--- src/rtl/sprite_scan_ctrl.sv ---
// Per-scanline sprite scheduler: walks sprite RAM, applies the Y-hit test,
// fetches two 4bpp ROM half-rows per hit sprite and streams pixels to the
// line buffer. All state advances on clk_49m edges qualified by cen_6m.
module sprite_scan_ctrl #(
  parameter int NUM_SPR = 24,
  parameter int IDX_W   = 5
) (
  input  logic             clk_49m,
  input  logic             reset,
  input  logic             cen_6m,
  input  logic             line_start,
  input  logic [7:0]       vcnt,
  output logic [IDX_W+1:0] spr_addr,
  input  logic [7:0]       spr_data,
  output logic             rom_req,
  output logic [12:0]      rom_addr,
  input  logic             rom_ack,
  input  logic [31:0]      rom_data,
  output logic             lb_we,
  output logic [7:0]       lb_x,
  output logic [3:0]       lb_pix,
  output logic [3:0]       lb_color,
  output logic             busy,
  output logic             done,
  output logic             overrun
);

  typedef enum logic [3:0] {
    S_IDLE, S_FY, S_FA, S_FC, S_FX, S_FL, S_REQ, S_DRAW, S_NEXT
  } state_t;

  state_t           state;
  logic [IDX_W-1:0] idx;
  logic [7:0]       vcnt_l;
  logic [3:0]       row;
  logic             hflip;
  logic [3:0]       color;
  logic [7:0]       code;
  logic [7:0]       xpos;
  logic             half;
  logic             second;
  logic [2:0]       p;
  logic [31:0]      data;
  logic             we_q;

  logic [7:0]       sum;
  logic             last;
  logic [IDX_W-1:0] idx_nxt;
  logic [31:0]      pix_word;
  logic [2:0]       pix_sel;
  logic [3:0]       pix_nib;
  logic [7:0]       pix_x;

  // Hit arithmetic and selection of the next pixel to present on the line buffer.
  // The first pixel of a half comes straight from rom_data on the ack tick.
  always_comb begin
    sum     = spr_data + vcnt_l;
    last    = (idx == IDX_W'(NUM_SPR - 1));
    idx_nxt = idx + IDX_W'(1);
    if (state == S_REQ) begin
      pix_word = rom_data;
      pix_sel  = '0;
    end else begin
      pix_word = data;
      pix_sel  = p + 3'd1;
    end
    pix_nib = hflip ? pix_word[{pix_sel, 2'b00} +: 4] : pix_word[{~pix_sel, 2'b00} +: 4];
    pix_x   = xpos + {4'b0000, second, pix_sel};
  end

  // Write strobe is suppressed whenever the pixel enable is low.
  always_comb begin
    lb_we = we_q & cen_6m;
  end

  // Scan state machine with registered outputs.
  always_ff @(posedge clk_49m or posedge reset) begin
    if (reset) begin
      state    <= S_IDLE;
      idx      <= '0;
      vcnt_l   <= '0;
      row      <= '0;
      hflip    <= 1'b0;
      color    <= '0;
      code     <= '0;
      xpos     <= '0;
      half     <= 1'b0;
      second   <= 1'b0;
      p        <= '0;
      data     <= '0;
      we_q     <= 1'b0;
      spr_addr <= '0;
      rom_req  <= 1'b0;
      rom_addr <= '0;
      lb_x     <= '0;
      lb_pix   <= '0;
      lb_color <= '0;
      busy     <= 1'b0;
      done     <= 1'b0;
      overrun  <= 1'b0;
    end else if (cen_6m) begin
      done     <= 1'b0;
      overrun  <= 1'b0;
      we_q     <= 1'b0;
      lb_x     <= '0;
      lb_pix   <= '0;
      lb_color <= '0;
      if (line_start) begin
        // A new line always restarts the walk; it pre-empts any done this tick.
        overrun  <= (state != S_IDLE);
        vcnt_l   <= vcnt;
        idx      <= '0;
        busy     <= 1'b1;
        rom_req  <= 1'b0;
        spr_addr <= '0;
        state    <= S_FY;
      end else begin
        case (state)
          S_IDLE: ;
          S_FY: begin
            spr_addr <= {idx, 2'd1};
            state    <= S_FA;
          end
          S_FA: begin
            if (sum[7:4] == 4'hF) begin
              row      <= sum[3:0];
              spr_addr <= {idx, 2'd2};
              state    <= S_FC;
            end else if (last) begin
              busy  <= 1'b0;
              done  <= 1'b1;
              state <= S_IDLE;
            end else begin
              idx      <= idx_nxt;
              spr_addr <= {idx_nxt, 2'd0};
              state    <= S_FY;
            end
          end
          S_FC: begin
            row      <= row ^ {4{spr_data[7]}};
            hflip    <= spr_data[6];
            color    <= spr_data[3:0];
            spr_addr <= {idx, 2'd3};
            state    <= S_FX;
          end
          S_FX: begin
            code  <= spr_data;
            state <= S_FL;
          end
          S_FL: begin
            xpos     <= spr_data;
            half     <= hflip;
            second   <= 1'b0;
            rom_req  <= 1'b1;
            rom_addr <= {code, row, hflip};
            state    <= S_REQ;
          end
          S_REQ: begin
            if (rom_ack) begin
              data     <= rom_data;
              rom_req  <= 1'b0;
              p        <= '0;
              we_q     <= (pix_nib != 4'd0);
              lb_pix   <= pix_nib;
              lb_x     <= pix_x;
              lb_color <= color;
              state    <= S_DRAW;
            end
          end
          S_DRAW: begin
            if (p != 3'd7) begin
              p        <= pix_sel;
              we_q     <= (pix_nib != 4'd0);
              lb_pix   <= pix_nib;
              lb_x     <= pix_x;
              lb_color <= color;
            end else if (!second) begin
              second   <= 1'b1;
              half     <= ~half;
              rom_req  <= 1'b1;
              rom_addr <= {code, row, ~half};
              state    <= S_REQ;
            end else begin
              state <= S_NEXT;
            end
          end
          S_NEXT: begin
            if (last) begin
              busy  <= 1'b0;
              done  <= 1'b1;
              state <= S_IDLE;
            end else begin
              idx      <= idx_nxt;
              spr_addr <= {idx_nxt, 2'd0};
              state    <= S_FY;
            end
          end
          default: state <= S_IDLE;
        endcase
      end
    end
  end

endmodule
--- config.mk ---
export PLATFORM = sky130hd
export DESIGN_NAME = sprite_scan_ctrl
export DESIGN_NICKNAME = d
export VERILOG_FILES = /design/src/rtl/sprite_scan_ctrl.sv
export SDC_FILE = /design/constraint.sdc
export NUM_CORES = 1
export LEC_CHECK = 0
export CORE_ASPECT_RATIO = 1.5
export CORE_MARGIN = 8
export CORE_UTILIZATION = 25
export DETAILED_ROUTE_END_ITERATION = 7
export SYNTH_ARGS = -nofsm -noshare
export SYNTH_HDL_FRONTEND = slang
export SYNTH_SLANG_ARGS = --single-unit
--- constraint.sdc ---
create_clock -name clk_49m -period 5 [get_ports clk_49m]
set_clock_uncertainty 0.1 [all_clocks]
set_input_delay 1 -clock clk_49m [delete_from_list [all_inputs] [get_ports clk_49m]]
set_output_delay 1 -clock clk_49m [all_outputs]
set_load 0.05 [all_outputs]
==> results of run 1 <==
cell families after synthesis:
logic type      share of synthesized area, %
fa+ha+maj                               2.86
simple gates                            11.6
mux                                     16.8
buf+inv                                 3.25
xor+xnor                                3.15
flops                                   46.6
compound gates                          15.7
layout make-up:
cell class,instances,area (µm²),area share (%)
Timing Repair Buffer,102,1010,12.3
Sequential cell,119,2980,36.2
Tap cell,328,410,4.98
Clock inverter,15,136,1.66
Inverter,19,73.8,0.896
Clock buffer,17,425,5.16
Multi-Input combinational cell,416,3200,38.9
worst max-delay path: stages:
cell	delay, ps
clkdlybuf4s50_1	590
ha_1	250
inv_1	70
fa_1	400
nand2b_1	190
a21oi_1	210
nor3_1	120
or4_4	580
nand2_1	250
mux2_2	370
o2bb2ai_1	140
layer usage:
metal	up-vias	GRT usage, %	share of wire [%]
met2	141	21.2	52
met4	0	3.14	0.88
met1	2448	13.9	41
li1	2342	-	-
met5	-	0	0
met3	16	3.70	5.7
path summary, 6_finish.rpt:
kind                                      endpoint  slack, ps  cells after the start
setup / recovery           spr_addr[3]$_DFFE_PP0P_       1090                     11
hold / removal                    p[1]$_DFFE_PP0P_        380                      2
setup reg to reg               lb_x[6]$_DFFE_PP0P_       1310                     10
hold reg to reg                   p[1]$_DFFE_PP0P_        380                      2
max in group asynchronous      code[7]$_DFFE_PP0P_       3040                      3
min in group asynchronous       idx[2]$_DFFE_PP0P_        950                      2
cells in the mapped netlist, types with 2 or more instances:
cell type  count  area share, %
dfrtp_1      119             47
mux2_2        77             14
nand2_1       43            2.5
nor2_1        34            2.0
a21oi_1       29            2.3
o21ai_0       28            2.2
nand3_1       24            1.9
inv_1         19            1.1
clkbuf_1      16           0.94
mux2i_1       14            2.2
ha_1          13            2.5
a22o_1        11            1.5
xnor2_1       11            1.5
nand4_1        9           0.88
nor3_1         8           0.63
buf_2          7           0.55
nand2b_1       7           0.69
xor2_1         7           0.96
a31oi_1        6           0.59
o22ai_1        6           0.59
o2bb2ai_1      6           0.82
o211ai_1       5           0.59
buf_1          4           0.23
nor2b_1        4           0.39
o21a_1         4           0.47
a211oi_1       3           0.35
a22oi_1        3           0.35
a32oi_1        3           0.41
and2_1         3           0.29
mux4_2         3            1.1
nor3b_1        3           0.35
o31ai_1        3           0.35
a211o_1        2           0.27
a21o_1         2           0.23
a2bb2oi_1      2           0.27
and3_1         2           0.20
buf_4          2           0.23
o2111ai_1      2           0.27
o21bai_1       2           0.23
o221a_2        2           0.35
o32ai_1        2           0.27
or2_2          2           0.20
where the power goes:
| part | leakage, nW | switching, W | internal, W |
|---|---|---|---|
| Sequential | 1.60 | 0.000161 | 0.00113 |
| Clock | 0.272 | 0.000508 | 0.000655 |
| Combinational | 1.65 | 0.000520 | 0.000408 |
| Total | 3.52 | 0.00119 | 0.00219 |
per-stage QoR:
stage,util (%),instances,worst slack [ps]
after detailed placement,30.5,984,656
final,32.8,1016,1090
after global routing,32.8,1016,890
after floorplan,-,584,743
after global placement,30.5,984,694
after CTS,32.8,1016,1100
sequential cells by signal, indices dropped and copies added, names as in the netlist, 3 cells and up:
signal    cells
code          8
color         4
data         32
idx           5
lb_color      4
lb_pix        4
lb_x          8
p             3
rom_addr     13
row           4
spr_addr      7
state         4
vcnt_l        8
xpos          8
==> metrics.txt, run 1 <==
status finished, final reports clean; Netlist cell types between 70 and 80; Synth Warn # 0; number of max-cap violations 0; Nets 742; initial antenna violation count 0; first-pass GRT wire length a little under 30000 µm; pin count of the biggest net entering global routing 66; number of synthesized flops with an enable pin 0; worst path arrival time 4160 ps; row count 71; DRT iter0 DRCs approximately 400; hold_sp p[1]$_DFFE_PP0P_; setup repair after global routing missed its margin false; P_leak between 3 and 4 nW; fmax 256 MHz; Clock Tree Root clkbuf_16; Post-CTS Resized 0; Critical Path Source Type primary input; # hold bufs at CTS 0; WHS approximately 380 ps; clk_lat worst skew approximately 420 ps; Initial DRT Pass Iterations 6; Routed Wire Length 18100 µm; PortBufs 93; Crit. Startpoint spr_data[0]; FF-to-FF Start p[0]$_DFFE_PP0P_; Syn-to-layout area delta 29.0%; WS Path Type in -> reg; Max Root-Sink Buffers 2; peak supply drop 234 µV; asr flop ratio synth 100%; core area 0.0251 mm²; Avg WL per Cell 17.8 µm; Final Hold Viols 0; vias in the first global route between 5k and 6k; Tcrit/Tclk final 78.1%; Placer Congestion 0.834; TritonCTS Sinks 119; diode count 0; syn nets 651; Die Height 212 µm; share of cells above drive strength 1 just over 20%; Die ar. 0.0310 mm²; die extent in x 147 µm; Top Ports 94; final setup TNS 0 ps; total power approximately 0.0034 W; sequential share of the synthesized area between 40 and 50%; antenna viol nets, final 0; Final Setup Violations 0; CTS H-tree lvls 4; Top FF cell, synth dfrtp_1; Slew HR between 40 and 50%; CP Capture Type register; power per cell area 410 mW/mm²; Cell Area, Placed 0.00767 mm²; Pins Over Slew Limit 0; Reg clk slew, reported paths ~70 ps; initial core utilization 25.4%; final-layout fill cell count 2561; total gr overflow 0; via count 4947; Worst Path Required 5250 ps; minimum clock period 3910 ps; Hold/Removal Path Class reg -> reg; TritonCTS clock tree yes; Post-CTS Setup Bufs 0; dpl hpwl 13400 µm; Worst-Margin Slew 755 ps; commonest non-fill, non-tap cells in the layout dfrtp_1 (119), clkdlybuf4s50_1 (93), mux2_2 (77); Final Cell Area 0.00824 mm²; most common cell after layout, fill and taps aside dfrtp_1; Post-Syn Area around 0.0064 mm²; Post-Synthesis Cells approximately 580; Via density 4.87; Yosys reg bits ~120; Max FO, Critical Path 8; synthesized area per cell ~11 µm²; gr usage total 12.0%; # DRC 0; Num CTS Buffers 17
Note: power is estimated with default switching activity, not from simulation.
==> inputs of run 2 (changes only) <==
==> constraint.sdc (replaced) <==
create_clock -name clk_49m -period 3.35 [get_ports clk_49m]
set_clock_uncertainty 0.1 [all_clocks]
set_input_delay 0.67 -clock clk_49m [delete_from_list [all_inputs] [get_ports clk_49m]]
set_output_delay 0.67 -clock clk_49m [all_outputs]
set_load 0.05 [all_outputs]
==> metrics.txt, run 2 (synthesis results as in run 1) <==
# hold bufs at CTS 0; worst path arrival time 3400 ps; Routed Wire Length 18700 µm; number of max-cap violations 0; Worst Path Required about 3600 ps; minimum clock period 3170 ps; Top cell by count, worst path buf_4; Reg area 0.00298 mm²; flip-flop count of the largest register after layout 32; initial antenna violation count 0; final-layout fill cell count 2552; reg-to-reg slack, setup approximately 420 ps; power per cell area 589 mW/mm²; total gr overflow 0; row count between 70 and 80; Hold/Removal Path Class reg -> reg; peak supply drop 359 µV; critical-path cell list clkdlybuf4s50_1, buf_4, ha_1, a211oi_2, o21bai_2, nor3_1, o31ai_2, buf_4, a2111oi_4, buf_4, a22oi_1, o21ai_0; Most flops, register data; pin count of the biggest net entering global routing 40; fmax 315 MHz; Clock Tree Root clkbuf_16; antenna viol nets, final 0; Critical Path Source Type primary input; placed cells 1022; Worst-Margin Slew 843 ps; Avg WL per Cell 17.7 µm; Placer Congestion between 0.8 and 0.9; diode count 0; Tcrit/Tclk final roughly 95%; clk_lat worst skew 420 ps; Nets 780; PortBufs 93; TritonCTS Sinks 119; Syn-to-layout area delta 33.5%; commonest non-fill, non-tap cells in the layout dfrtp_1 (119), clkdlybuf4s50_1 (91), mux2_2 (77); vias in the first global route 5263; DRT iter0 DRCs ~260; CP max-delay cell a2111oi_4; share of cells above drive strength 1 24.8%; Pins Over Slew Limit 0; Top Ports 94; final setup TNS 0 ps; CTS H-tree lvls 4; Num CTS Buffers 17; first-pass GRT wire length 29800 µm; R2R Path End spr_addr[2]$_DFFE_PP0P_; reg2reg path depth 11; FF-to-FF Start vcnt_l[0]$_DFFE_PP0P_; Reg clk slew, reported paths approximately 60 ps; Largest regs data: 32 flops, rom_addr: 13 flops; status finished, final reports clean; Die Height 212 µm; Max Root-Sink Buffers 2; Crit. Startpoint spr_data[1]; # DRC 0; most common cell after layout, fill and taps aside dfrtp_1; Non-Filler Instances 1053; Crit path depth 12; dpl hpwl 13900 µm; initial core utilization between 20 and 30%; Multi-input gate area 0.00320 mm²; Initial DRT Pass Iterations 5; setup repair after global routing missed its margin false; core area approximately 0.025 mm²; Via density 4.80; CP top delay family compound AO/OA/AOI/OAI gates; CP Capture Type register; gr usage total 12.3%; Final Hold Viols 0; P_leak ~3.7 nW; end point of the critical path spr_addr[2]$_DFFE_PP0P_; CP peak stage delay 450 ps; Buffers & Inverters on Critical Path 4; Slew HR 43.7%; TritonCTS clock tree yes; die extent in x ~150 µm; Final Setup Violations 0; WS Path Type in -> reg; Die ar. between 0.03 and 0.04 mm²; via count 5054; Max FO, Critical Path 6
==> run 2: report_power, final <==
group	switching, W	internal, W
logic	0.000824	0.000663
registers	0.000211	0.00168
clock network	0.000696	0.000942
total	0.00173	0.00329
==> run 2: cell type report <==
type                            count  area share, %
Inverter                           19          0.881
Tap cell                          328           4.81
Clock inverter                     14           1.23
Multi-Input combinational cell    416           37.6
Timing Repair Buffer              140           15.6
Sequential cell                   119           34.9
Clock buffer                       17           4.99
==> run 2: worst min-delay path by stage <==
stage | start | end | slack [ps] | cells after the start
6_report | p[1]$_DFFE_PP0P_ | p[1]$_DFFE_PP0P_ | 370 | 2
2_1_floorplan | p[1]$_DFFE_PP0P_ | p[1]$_DFFE_PP0P_ | 340 | 2
3_3_place_gp | p[1]$_DFFE_PP0P_ | p[1]$_DFFE_PP0P_ | 350 | 2
5_1_grt | p[1]$_DFFE_PP0P_ | p[1]$_DFFE_PP0P_ | 400 | 2
4_1_cts | p[1]$_DFFE_PP0P_ | p[1]$_DFFE_PP0P_ | 370 | 2
3_5_place_dp | p[1]$_DFFE_PP0P_ | p[1]$_DFFE_PP0P_ | 360 | 2
==> run 2: through the flow <==
stage	total power [W]	utilization [%]	area [µm²]	setup slack (ps)	hold slack, ps
2_1_floorplan	0.00290	-	6390	211	343
3_3_place_gp	0.00339	31.8	8000	-480	353
3_5_place_dp	0.00341	31.8	8000	-542	359
4_1_cts	0.00508	33.9	8530	190	372
5_1_grt	0.00531	33.9	8530	16.4	396
6_report	0.00502	33.9	8530	177	371
==> run 2: worst min-delay path, cell delays in order (launching register included) <==
cell and delay, ps:
dfrtp_1 340, nand2_1 50, nand2_1 50
==> run 2: repair_timing <==
| action | 4_1_cts | 5_1_grt |
|---|---|---|
| gates resized for setup | 1 | 0 |
| endpoints found under the setup margin | 8 | 0 |
| setup buffers | 0 | 0 |
==> run 2: per-layer routing <==
| metal | up-vias | track usage [%] | wire length, µm |
|---|---|---|---|
| met5 | - | 0 | 0 |
| met2 | 145 | 21.6 | 9620 |
| li1 | 2420 | - | - |
| met4 | 0 | 3.81 | 256 |
| met1 | 2468 | 14.1 | 7780 |
| met3 | 21 | 3.57 | 1030 |
